===== config.mk =====
export PLATFORM = sky130hd
export DESIGN_NAME = thumb_fetch_flat
export DESIGN_NICKNAME = d
export VERILOG_FILES = /design/src/rtl/thumb_fetch_if.sv /design/src/rtl/thumb_fetch.sv /design/src/flat_wrapper.sv
export SDC_FILE = /design/constraint.sdc
export NUM_CORES = 1
export LEC_CHECK = 0
export BUFFER_PORTS_ARGS = -buffer_cell sky130_fd_sc_hd__buf_2
export CORE_AREA = 2 2 75 77
export DETAILED_ROUTE_END_ITERATION = 12
export DIE_AREA = 0 0 77 79
export GPL_TIMING_DRIVEN = 0
export SLEW_MARGIN = 15
export SYNTH_ARGS = -nofsm -noshare
export SYNTH_HDL_FRONTEND = slang
export SYNTH_SLANG_ARGS = --single-unit

===== constraint.sdc =====
create_clock -name clk -period 3.7 [get_ports clk]
set_input_delay 0.555 -clock clk [delete_from_list [all_inputs] [get_ports clk]]
set_output_delay 0.555 -clock clk [all_outputs]
set_load 0.05 [all_outputs]

===== src/rtl/thumb_fetch_if.sv =====
// Fetch-unit bus: ROM address/data, decode-side valid/ready handshake,
// branch redirect and halt status. The fetch unit is the master.
interface thumb_fetch_if #(
    parameter int ADDR_W = 3
) ();
    logic [ADDR_W-1:0] rom_addr;
    logic [31:0]       rom_data;
    logic [15:0]       instr;
    logic [ADDR_W-1:0] instr_pc;
    logic              instr_valid;
    logic              instr_ready;
    logic              redirect;
    logic [ADDR_W-1:0] redirect_addr;
    logic              halted;

    modport master (
        output rom_addr, instr, instr_pc, instr_valid, halted,
        input  rom_data, instr_ready, redirect, redirect_addr
    );

    modport slave (
        input  rom_addr, instr, instr_pc, instr_valid, halted,
        output rom_data, instr_ready, redirect, redirect_addr
    );
endinterface


===== src/rtl/thumb_fetch.sv =====
// Thumb instruction fetch unit: drives the combinational ROM address,
// captures each returned halfword with its word address into a small
// prefetch FIFO and hands the head to the decoder over valid/ready.
// A single-cycle redirect flushes the FIFO and restarts fetch.
// Optional feature macro: FETCH_HALT_DETECT_EN -- stop fetching after a
// Thumb branch-to-self (16'hE7FE) has been pushed, until redirect or reset.
module thumb_fetch #(
    parameter int ADDR_W   = 3,
    parameter int DEPTH    = 2,
    parameter int RESET_PC = 0
) (
    input  logic          clk,
    input  logic          rst,
    thumb_fetch_if.master bus
);
    localparam int PTR_W = $clog2(DEPTH);
    localparam int CNT_W = PTR_W + 1;

    typedef struct packed {
        logic [15:0]       instr;
        logic [ADDR_W-1:0] pc;
    } entry_t;

    entry_t            mem [DEPTH];
    logic [PTR_W-1:0]  rd_ptr;
    logic [PTR_W-1:0]  wr_ptr;
    logic [CNT_W-1:0]  count;
    logic [ADDR_W-1:0] fetch_pc;
    logic              halted_q;

    logic              valid;
    logic              pop;
    logic              push;
    logic              halt_hit;

    // Upper ROM half carries the other Thumb halfword of the word; this
    // unit fetches one halfword per word address, so it is dropped.
    logic              unused_rom_hi;
    assign unused_rom_hi = ^bus.rom_data[31:16];

    assign valid = (count != '0);
    assign pop   = valid & bus.instr_ready;
    // A pop frees a slot in the same cycle, so a full FIFO still accepts.
    assign push  = !bus.redirect & !halted_q & ((count < CNT_W'(DEPTH)) | pop);

`ifdef FETCH_HALT_DETECT_EN
    assign halt_hit = push & (bus.rom_data[15:0] == 16'hE7FE);
`else
    assign halt_hit = 1'b0;
`endif

    // Control state: fetch address, FIFO pointers/occupancy, halt flag.
    // NOTE: sequential state uses non-blocking assignments so every register
    // samples pre-edge values regardless of statement order.
    always_ff @(posedge clk or posedge rst) begin
        if (rst) begin
            fetch_pc <= ADDR_W'(RESET_PC);
            rd_ptr   <= '0;
            wr_ptr   <= '0;
            count    <= '0;
            halted_q <= 1'b0;
        end else if (bus.redirect) begin
            fetch_pc <= bus.redirect_addr;
            rd_ptr   <= '0;
            wr_ptr   <= '0;
            count    <= '0;
            halted_q <= 1'b0;
        end else begin
            if (push) begin
                wr_ptr <= wr_ptr + PTR_W'(1);
                // A branch-to-self parks fetch on its own address.
                if (!halt_hit) begin
                    fetch_pc <= fetch_pc + ADDR_W'(1);
                end
            end
            if (halt_hit) begin
                halted_q <= 1'b1;
            end
            if (pop) begin
                rd_ptr <= rd_ptr + PTR_W'(1);
            end
            case ({push, pop})
                2'b10:   count <= count + CNT_W'(1);
                2'b01:   count <= count - CNT_W'(1);
                default: count <= count;
            endcase
        end
    end

    // FIFO storage: capture the fetched halfword with its word address.
    // NOTE: storage has no reset; the occupancy count alone decides what is
    // visible, so stale entries are never presented.
    always_ff @(posedge clk) begin
        if (push) begin
            mem[wr_ptr] <= '{instr: bus.rom_data[15:0], pc: fetch_pc};
        end
    end

    // Head presentation: zero when the FIFO is empty.
    // NOTE: both outputs get a default first so no latch is inferred.
    always_comb begin
        bus.instr    = '0;
        bus.instr_pc = '0;
        if (valid) begin
            bus.instr    = mem[rd_ptr].instr;
            bus.instr_pc = mem[rd_ptr].pc;
        end
    end

    assign bus.instr_valid = valid;
    assign bus.rom_addr    = fetch_pc;
    assign bus.halted      = halted_q;
endmodule


===== src/flat_wrapper.sv =====
// flat-port wrapper written by rule: the top's interface ports become plain ports
module thumb_fetch_flat 
#(
    parameter int ADDR_W   = 3,
    parameter int DEPTH    = 2,
    parameter int RESET_PC = 0
)
  (clk, rst, bus_rom_addr, bus_instr, bus_instr_pc, bus_instr_valid, bus_halted, bus_rom_data, bus_instr_ready, bus_redirect, bus_redirect_addr);
  thumb_fetch_if #(.ADDR_W(ADDR_W)) bus_i ();
  input  logic clk;
  input  logic rst;
  output wire logic [$bits(bus_i.rom_addr)-1:0] bus_rom_addr;
  output wire logic [$bits(bus_i.instr)-1:0] bus_instr;
  output wire logic [$bits(bus_i.instr_pc)-1:0] bus_instr_pc;
  output wire logic [$bits(bus_i.instr_valid)-1:0] bus_instr_valid;
  output wire logic [$bits(bus_i.halted)-1:0] bus_halted;
  input wire logic [$bits(bus_i.rom_data)-1:0] bus_rom_data;
  input wire logic [$bits(bus_i.instr_ready)-1:0] bus_instr_ready;
  input wire logic [$bits(bus_i.redirect)-1:0] bus_redirect;
  input wire logic [$bits(bus_i.redirect_addr)-1:0] bus_redirect_addr;
  assign bus_rom_addr = bus_i.rom_addr;
  assign bus_instr = bus_i.instr;
  assign bus_instr_pc = bus_i.instr_pc;
  assign bus_instr_valid = bus_i.instr_valid;
  assign bus_halted = bus_i.halted;
  assign bus_i.rom_data = bus_rom_data;
  assign bus_i.instr_ready = bus_instr_ready;
  assign bus_i.redirect = bus_redirect;
  assign bus_i.redirect_addr = bus_redirect_addr;
  thumb_fetch #(.ADDR_W(ADDR_W), .DEPTH(DEPTH), .RESET_PC(RESET_PC)) u_core (.clk(clk), .rst(rst), .bus(bus_i));
endmodule

==> results of run 1 <==
-- layout by cell type, fill, tap and decap left out, drive strengths merged --
| cell type | instances |
|---|---|
| a21oi | 2 |
| a221o | 1 |
| buf | 53 |
| clkbuf | 9 |
| clkinv | 2 |
| conb | 1 |
| dfrtp | 7 |
| edfxtp | 38 |
| ha | 1 |
| inv | 4 |
| mux2i | 20 |
| nand2 | 2 |
| nand2b | 1 |
| nor2 | 23 |
| nor2b | 2 |
| nor3 | 1 |
| nor3b | 1 |
| nor4b | 1 |
| o21ai | 3 |
| o31a | 1 |
| xor2 | 3 |
-- cell type report --
class	count	area [um^2]
inverter	4	15.01
fill	527	3077
tap	72	90.09
timing repair buffer	49	270.3
multi-input combinational	63	446.7
sequential	45	1316
clock buffer	6	72.57
clock inverter	2	10.01
buffer	7	40.04
-- power by group through the flow --
stage	Clock (mW)	Combinational, mW	Sequential (mW)
after CTS	0.292	0.281	0.612
after detailed placement	0	0.281	0.623
after floorplan	0	0.189	0.636
after global routing	0.316	0.296	0.615
after global placement	0	0.265	0.621
final	0.283	0.278	0.611
-- worst max path at each step --
stage / end / depth (start not counted) / slack, ns
3_5_place_dp: u_core.mem[0][7]$_DFFE_PP_ / 5 / 1.49
6_report: bus_instr[9] / 4 / 1.52
2_1_floorplan: u_core.mem[1][0]$_DFFE_PP_ / 2 / 1.04
3_3_place_gp: u_core.mem[1][9]$_DFFE_PP_ / 3 / 0.18
4_1_cts: bus_instr_pc[2] / 4 / 1.48
5_1_grt: bus_instr_pc[2] / 4 / 1.37
-- per-layer routing --
layer	wire [um]	global-route usage [%]	vias to the layer above
met5	0	0	-
met4	42	3.750	0
met3	262	5.000	5
met2	1660	19.91	39
met1	1315	12.76	525
li1	-	-	532
-- flip-flops by register name (all words and copies together), names as in the netlist --
name / cells
u_core.mem: 38
u_core.wr_ptr: 1
u_core.rd_ptr: 1
u_core.count: 2
u_core.bus.rom_addr: 3
-- through the flow --
stage,std cells,setup slack [ns],cell area [um^2],hold slack [ns]
after floorplan,119,1.045,1808,0.3584
after global placement,236,0.1762,2123,0.4998
after detailed placement,240,1.489,2178,0.5104
after CTS,248,1.479,2261,0.1933
after global routing,248,1.373,2261,0.2000
final,248,1.523,2261,0.1841
-- cells by family (layout without fill, tap and decap cells) --
logic type | count (synthesis) | in the layout | synth area share [%]
flops | 45 | 45 | 72.80
simple gates | 31 | 31 | 8.235
mux | 20 | 20 | 11.07
buf+inv | 11 | 68 | 3.045
compound gates | 7 | 7 | 2.491
xor+xnor | 3 | 3 | 1.454
fa+ha+maj | 1 | 1 | 0.6919
other cells | 1 | 1 | 0.2074
==> flow_metrics.env, run 1 <==
export IMPL_gp_congestion=0.6826
export IMPL_io_buffers=45
export IMPL_crit_type="flip-flop to primary output"
export IMPL_total_power_mw=1.171
export IMPL_grt_max_degree=14
export IMPL_rr_worst_depth=5
export IMPL_finalCriticalPeriod_ns=2.177
export IMPL_end_kind="primary output"
export IMPL_path_common_cell="nor2_1"
export IMPL_avgSynthCellArea_um2=15.19
export IMPL_drive_gt1_share_pct=36.93
export IMPL_critPathLaunch="u_core.count[1]$_DFFE_PP0P_"
export IMPL_max_slew_worst_pin_slew_ns=0.6124
export IMPL_synth_nets=159
export IMPL_fmax_ghz=0.4593
export IMPL_finalCoreUtilization_pct=42.36
export IMPL_synthArstFlopShare_pct=15.56
export IMPL_slew_headroom_pct=58.95
export IMPL_hold_class="primary input to async pin"
export IMPL_ant_nets=0
export IMPL_h_tree_depth=2
export IMPL_nNetsFinal=215
export IMPL_diodes=0
export IMPL_yosysMostFrequentCell="edfxtp_1"
export IMPL_die_w_um=77
export IMPL_power_leakage_nw=0.9175
export IMPL_hpwl_um=2436
export IMPL_yosysTopAreaCellShare_pct=63.11
export IMPL_r2r_slack_ns=1.84
export IMPL_slowest_delay_ns=0.44
export IMPL_yosys_warnings=0
export IMPL_first_pass_iters=4
export IMPL_area_growth_pct=25.05
export IMPL_num_io_pins=63
export IMPL_antenna_found_initial=0
export IMPL_crit_buf_inv=2
export IMPL_crit_arrival_ns=1.62
export IMPL_grt_ovfl_total=0
export IMPL_clk_latency_ns=0.29
export IMPL_cts_buffers=5
export IMPL_initial_utilization_pct=33.87
export IMPL_p_sw_mw=0.3670
export IMPL_cts_sinks=45
export IMPL_cts_max_path_buffers=2
export IMPL_routed_wl_um=3281
export IMPL_cts_clk_slew_worst_paths_ns=0.08
export IMPL_synth_edf_count=38
export IMPL_postCtsSetupBuffers=0
export IMPL_grt_pass1_vias=1112
export IMPL_rsz0062_at_grt="no"
export IMPL_globalRouteTotalUtil_pct=11.49
export IMPL_power_frac_comb_pct=23.7
export IMPL_worstPathCellList="nor2_1 > clkbuf_1 > nor2_1 > buf_2"
export IMPL_vdd_drop_max_mv=0.2258
export IMPL_synth_distinct_cells=23
export IMPL_hold_buffers=0
export IMPL_critPathLaunchType="flip-flop"
export IMPL_cts_root_buffer="clkbuf_8"
export IMPL_slew_viol_final=0
export IMPL_drt_iter0_drc=35
export IMPL_r2r_start="u_core.count[1]$_DFFE_PP0P_"
export IMPL_critical_path_top_delay_family="buffers and inverters"
export IMPL_die_height_um=79
export IMPL_power_density_mw_per_mm2=518.0
export IMPL_drc_errors=0
export IMPL_routedWlPerCell_um=13.23
export IMPL_die_area_mm2=0.006083
export IMPL_worstPathRequired_ns=3.14
export IMPL_rows=27
export IMPL_syn_area_mm2=0.001808
export IMPL_crit_slowest_cell="dfrtp_1"
export IMPL_timing_rr_end="u_core.mem[1][12]$_DFFE_PP_"
export IMPL_synth_common_cells="38 x edfxtp_1, 23 x nor2_1, 20 x mux2i_1, 7 x dfrtp_1, 4 x inv_1"
export IMPL_finalSetupViolations=0
export IMPL_yosysTopAreaCell="edfxtp_1"
export IMPL_hold_viol=0
export IMPL_synth_ff_type="edfxtp_1"
export IMPL_vias_per_cell=4.440
export IMPL_synth_seq_area_share_pct=72.80
export IMPL_cts_tree="yes"
export IMPL_core_area_mm2=0.005338
export IMPL_finalCritPeriodShare_pct=58.85
export IMPL_num_vias=1101
export IMPL_power_share_clock_pct=24.1
export IMPL_ys_ff_latch=45
export IMPL_finClkSkew_ns=0.003598
export IMPL_setup_tns_ns=0
export IMPL_run_status="finished clean"
export IMPL_grt_pass1_wl_um=5292
export IMPL_pwr_share_seq_pct=52.2
export IMPL_netlist_top_cells_area="edfxtp_1 63%, mux2i_1 11%, dfrtp_1 9.7%, nor2_1 4.8%, xor2_1 1.5%"
export IMPL_path_max_fanout=10
export IMPL_postSynthCellCount=119
export IMPL_cts_resized=0
export IMPL_drv_cap=0
export IMPL_p_sw_share_pct=31.34
export IMPL_power_internal_mw=0.8041
(Power assumes the default switching activity.)
==> inputs of run 2 (changes only) <==
- ABC_AREA: unset -> 1
- CORE_AREA: 2 2 75 77 -> 2 2 77 79
- DIE_AREA: 0 0 77 79 -> 0 0 79 81
- clock period: 3.7 -> 2.02 ns (I/O delays scaled with it)
==> flow_metrics.env, run 2 <==
export IMPL_hpwl_um=2387
export IMPL_finalCriticalPeriod_ns=1.819
export IMPL_synth_seq_area_share_pct=69.39
export IMPL_synth_ff_type="edfxtp_1"
export IMPL_run_status="finished clean"
export IMPL_routedWlPerCell_um=12.16
export IMPL_core_area_mm2=0.005675
export IMPL_synth_nets=198
export IMPL_power_leakage_nw=1.010
export IMPL_path_max_fanout=10
export IMPL_final_common_cell="nand2_1"
export IMPL_slew_viol_final=0
export IMPL_nNetsFinal=252
export IMPL_power_frac_comb_pct=23.2
export IMPL_grt_max_degree=20
export IMPL_postCtsSetupBuffers=0
export IMPL_postSynthCellCount=158
export IMPL_top_register="u_core.mem"
export IMPL_finClkSkew_ns=0.004749
export IMPL_holdWs_ns=0.1992
export IMPL_cts_root_buffer="clkbuf_8"
export IMPL_yosysTopAreaCell="edfxtp_1"
export IMPL_stdcell_count=288
export IMPL_finalSetupViolations=0
export IMPL_yosysMostFrequentCell="nand2_1"
export IMPL_drv_cap=0
export IMPL_drc_errors=0
export IMPL_largest_register_ffs=38
export IMPL_gp_congestion=0.7696
export IMPL_globalRouteTotalUtil_pct=11.91
export IMPL_routed_wl_um=3501
export IMPL_synth_common_cells="55 x nand2_1, 38 x edfxtp_1, 11 x a21oi_1, 10 x inv_1, 9 x a21oi_2"
export IMPL_final_cell_mix="55 x nand2_1, 50 x buf_2, 38 x edfxtp_1"
export IMPL_hold_class="primary input to flip-flop"
export IMPL_synth_distinct_cells=20
export IMPL_netlist_top_cells_area="edfxtp_1 60%, nand2_1 11%, dfrtp_1 9.2%, a21oi_2 4.2%, a21oi_1 2.9%"
export IMPL_p_sw_mw=0.7011
export IMPL_critPathLaunchType="flip-flop"
export IMPL_first_pass_iters=4
export IMPL_ys_ff_latch=45
export IMPL_diodes=0
export IMPL_crit_type="flip-flop to primary output"
export IMPL_vias_per_cell=4.285
export IMPL_die_area_mm2=0.006399
export IMPL_die_w_um=79
export IMPL_fmax_ghz=0.5496
export IMPL_power_internal_mw=1.598
export IMPL_cts_resized=0
export IMPL_crit_arrival_ns=1.52
export IMPL_io_buffers=45
export IMPL_synthArstFlopShare_pct=15.56
export IMPL_rsz0062_at_grt="no"
export IMPL_num_vias=1234
export IMPL_vdd_drop_max_mv=0.3507
export IMPL_rows=28
export IMPL_area_growth_pct=23.88
export IMPL_total_power_mw=2.299
export IMPL_power_share_clock_pct=27.7
export IMPL_cts_clk_slew_worst_paths_ns=0.08
export IMPL_power_density_mw_per_mm2=978.3
export IMPL_cts_sinks=45
export IMPL_drive_gt1_share_pct=34.74
export IMPL_clk_latency_ns=0.29
export IMPL_hold_buffers=1
export IMPL_grt_ovfl_total=0
export IMPL_pwr_share_seq_pct=49.0
export IMPL_cts_max_path_buffers=2
export IMPL_worstPathRequired_ns=1.72
export IMPL_num_fill_cells=563
export IMPL_yosys_warnings=0
export IMPL_grt_pass1_wl_um=5671
export IMPL_drt_iter0_drc=34
export IMPL_h_tree_depth=2
export IMPL_avgSynthCellArea_um2=12.01
export IMPL_max_slew_worst_pin_slew_ns=0.7731
export IMPL_num_io_pins=63
export IMPL_synth_edf_count=38
export IMPL_end_kind="primary output"
export IMPL_ant_nets=0
export IMPL_yosysTopAreaCellShare_pct=60.16
export IMPL_antenna_found_initial=0
export IMPL_cts_tree="yes"
export IMPL_die_height_um=81
export IMPL_initial_utilization_pct=33.42
export IMPL_hold_viol=0
export IMPL_slew_headroom_pct=48.40
export IMPL_finalCritPeriodShare_pct=90.07
export IMPL_cts_buffers=5
export IMPL_syn_area_mm2=0.001897
export IMPL_grt_pass1_vias=1209
export IMPL_p_sw_share_pct=30.50
export IMPL_place_inst=279
[run 2: metrics by stage]
step	utilization, %	setup TNS (ns)	area, um^2	worst slack (ns)
2_1_floorplan	-	0	1897	0.1571
4_1_cts	41.40	0	2350	0.1804
5_1_grt	41.40	0	2350	0.06363
6_report	41.40	0	2350	0.2006
3_5_place_dp	39.35	0	2233	0.1846
3_3_place_gp	39.04	-8.218	2216	-0.4331
[run 2: layout make-up]
cell class | count | area, um^2 | area share, %
plain buffers | 9 | 75.07 | 3.195
clock buffers | 6 | 72.57 | 3.088
clock inverters | 2 | 33.78 | 1.438
inverters | 10 | 37.54 | 1.597
multi-input cells | 94 | 470.5 | 20.02
flip-flops and latches | 45 | 1316 | 56.02
well taps | 75 | 93.84 | 3.994
repair buffers | 47 | 250.2 | 10.65
[run 2: kinds of logic after synthesis]
kind of cell,count (synthesis),synth area share [%]
DFF,45,69.39
other,1,0.1977
AOI/OAI and AO/OA,26,9.961
adders and majority gates,1,0.6595
buffers and inverters,19,5.937
and+or+nand+nor,66,13.85
[run 2: routing by layer]
layer,GRT usage [%],wire [um]
met5,0,0
met4,5.690,71
met3,2.667,137
met2,21.19,1775
met1,13.63,1517
[run 2: path summary, 6_finish.rpt]
check | depth (start not counted) | endpoint | from | slack (ns)
setup reg to reg | 5 | u_core.mem[0][3]$_DFFE_PP_ | u_core.count[1]$_DFFE_PP0P_ | 0.33
min in group asynchronous | 3 | u_core.count[0]$_DFFE_PP0P_ | rst | 0.48
max in group asynchronous | 3 | u_core.bus.rom_addr[1]$_DFFE_PP0P_ | rst | 1.32
hold / removal | 1 | u_core.mem[1][7]$_DFFE_PP_ | bus_rom_data[4] | 0.20
hold reg to reg | 0 | u_core.mem[0][1]$_DFFE_PP_ | u_core.bus.rom_addr[1]$_DFFE_PP0P_ | 0.57
setup / recovery | 6 | bus_instr[9] | u_core.count[1]$_DFFE_PP0P_ | 0.20
[run 2: power groups by stage]
stage	Sequential (mW)	Combinational, mW	Clock [mW]
5_1_grt	1.14	0.575	0.700
3_5_place_dp	1.15	0.539	0
3_3_place_gp	1.15	0.525	0
4_1_cts	1.13	0.541	0.661
2_1_floorplan	1.18	0.369	0
6_report	1.13	0.534	0.637
[run 2: critical path, stage by stage, from the launching register on]
cell     delay (ns)
dfrtp_1        0.34
buf_6          0.14
nor2_2         0.05
buf_6          0.15
buf_12         0.15
a21oi_2        0.12
buf_2          0.28
==> inputs of run 3 (changes only) <==
- RECOVER_POWER: unset -> 50
==> flow_metrics.env, run 3 (synthesis results as in run 2) <==
export IMPL_hold_viol=0
export IMPL_rr_worst_depth=6
export IMPL_r2r_start="u_core.count[1]$_DFFE_PP0P_"
export IMPL_slew_headroom_pct=46.68
export IMPL_vdd_drop_max_mv=0.3504
export IMPL_h_tree_depth=2
export IMPL_finalSetupViolations=0
export IMPL_rows=28
export IMPL_rsz0062_at_grt="no"
export IMPL_grt_max_degree=20
export IMPL_num_io_pins=63
export IMPL_num_vias=1238
export IMPL_hpwl_um=2387
export IMPL_first_pass_iters=4
export IMPL_timing_rr_end="u_core.mem[1][3]$_DFFE_PP_"
export IMPL_top_register="u_core.mem"
export IMPL_critPathLaunchType="flip-flop"
export IMPL_cts_max_path_buffers=2
export IMPL_vias_per_cell=4.299
export IMPL_power_density_mw_per_mm2=983.5
export IMPL_drv_cap=0
export IMPL_crit_path_end="u_core.mem[1][3]$_DFFE_PP_"
export IMPL_finClkSkew_ns=0.004749
export IMPL_largest_register_ffs=38
export IMPL_grt_pass1_wl_um=5671
export IMPL_diodes=0
export IMPL_r2r_slack_ns=0.19
export IMPL_routedWlPerCell_um=12.12
export IMPL_fmax_ghz=0.5451
export IMPL_total_power_mw=2.293
export IMPL_finalCritPeriodShare_pct=90.81
export IMPL_met1_length_um=1511
export IMPL_die_height_um=81
export IMPL_gp_congestion=0.7696
export IMPL_postCtsSetupBuffers=0
export IMPL_die_w_um=79
export IMPL_met3_length_um=130
export IMPL_core_area_mm2=0.005675
export IMPL_cts_tree="yes"
export IMPL_wl_met2_um=1776
export IMPL_grt_pass1_vias=1209
export IMPL_ant_nets=0
export IMPL_final_common_cell="nand2_1"
export IMPL_place_inst=279
export IMPL_slew_viol_final=0
export IMPL_dr_max_layer_used="met4"
export IMPL_run_status="finished clean"
export IMPL_cts_root_buffer="clkbuf_8"
export IMPL_nNetsFinal=252
export IMPL_cts_clk_slew_worst_paths_ns=0.08
export IMPL_finalWorstSetupSlack_ns=0.1856
export IMPL_end_kind="flip-flop"
export IMPL_max_slew_worst_pin_slew_ns=0.7969
export IMPL_cts_sinks=45
export IMPL_die_area_mm2=0.006399
export IMPL_final_cell_mix="55 x nand2_1, 38 x edfxtp_1, 37 x buf_2"
export IMPL_crit_arrival_ns=1.83
export IMPL_routed_wl_um=3490
export IMPL_initial_utilization_pct=33.42
export IMPL_cts_buffers=5
export IMPL_grt_ovfl_total=0
export IMPL_power_leakage_nw=0.9737
export IMPL_io_buffers=45
export IMPL_globalRouteTotalUtil_pct=11.91
export IMPL_drt_iter0_drc=41
export IMPL_clk_latency_ns=0.29
export IMPL_drive_gt1_share_pct=28.17
export IMPL_area_growth_pct=22.89
export IMPL_antenna_found_initial=0
export IMPL_crit_type="flip-flop to flip-flop"
export IMPL_drc_errors=0
export IMPL_hold_class="primary input to flip-flop"
export IMPL_finalCriticalPeriod_ns=1.834
export IMPL_finalCoreUtilization_pct=41.07
export IMPL_path_max_fanout=12
export IMPL_stdcell_count=288
export IMPL_worstPathRequired_ns=2.02
export IMPL_dp_slack_ns=0.1846
export IMPL_critPathLaunch="u_core.count[1]$_DFFE_PP0P_"
==> run 3: cell types whose count changed in the layout (fill, tap and decap cells not counted), sizes merged <==
cell / previous run / this run
buf: 55 / 42
clkbuf: 6 / 19
==> run 3: per-stage QoR <==
| stage | hold WS, ns | area [um^2] | setup TNS, ns |
|---|---|---|---|
| after floorplan | 0.1064 | 1897 | 0 |
| after global placement | 0.2476 | 2216 | -8.218 |
| after detailed placement | 0.2486 | 2233 | 0 |
| after CTS | 0.1845 | 2350 | 0 |
| after global routing | 0.1754 | 2331 | 0 |
| final | 0.1993 | 2331 | 0 |
==> run 3: report_power, final <==
group / leakage [nW] / total (mW) / internal, mW / switching [mW]
registers: 0.443 / 1.13 / 1.09 / 0.0334
logic: 0.478 / 0.528 / 0.133 / 0.395
clock network: 0.0528 / 0.637 / 0.365 / 0.273
==> run 3: layout make-up <==
type                       count  area [um^2]
buffer                         9        75.07
fill                         568         3344
inverter                      10        37.54
clock buffer                   6        72.57
tap                           75        93.84
clock inverter                 2        33.78
sequential                    45         1316
multi-input combinational     94        467.9
timing repair buffer          47        234.0
==> run 3: layer usage <==
metal  GRT usage [%]  up-vias
li1                -      639
met1           13.63      562
met4           5.690        0
met3           2.667        7
met5               0        -
met2           21.19       30
==> run 3: what timing repair did <==
action | CTS | global route
gates resized for setup | 0 | 0
hold buffers | 1 | 0
endpoints found under the hold margin | 7 | 0
endpoints found under the setup margin | 0 | 0
==> run 3: worst min-delay path by stage <==
stage / from / end / slack [ns] / cells past startpoint
4_1_cts: bus_rom_data[15] / u_core.mem[1][18]$_DFFE_PP_ / 0.18 / 1
5_1_grt: bus_rom_data[15] / u_core.mem[0][18]$_DFFE_PP_ / 0.18 / 1
6_report: bus_rom_data[4] / u_core.mem[1][7]$_DFFE_PP_ / 0.20 / 1
2_1_floorplan: rst / u_core.bus.rom_addr[0]$_DFFE_PP0P_ / 0.11 / 1
3_3_place_gp: rst / u_core.count[1]$_DFFE_PP0P_ / 0.25 / 2
3_5_place_dp: rst / u_core.count[0]$_DFFE_PP0P_ / 0.25 / 2
==> run 3: worst max-delay path: stages, from the launching register on <==
cell     delay [ns]
dfrtp_1        0.34
buf_6          0.14
o21ai_4        0.08
nand2_1        0.08
nand2_1        0.05
nor2_1         0.61
buf_8          0.24
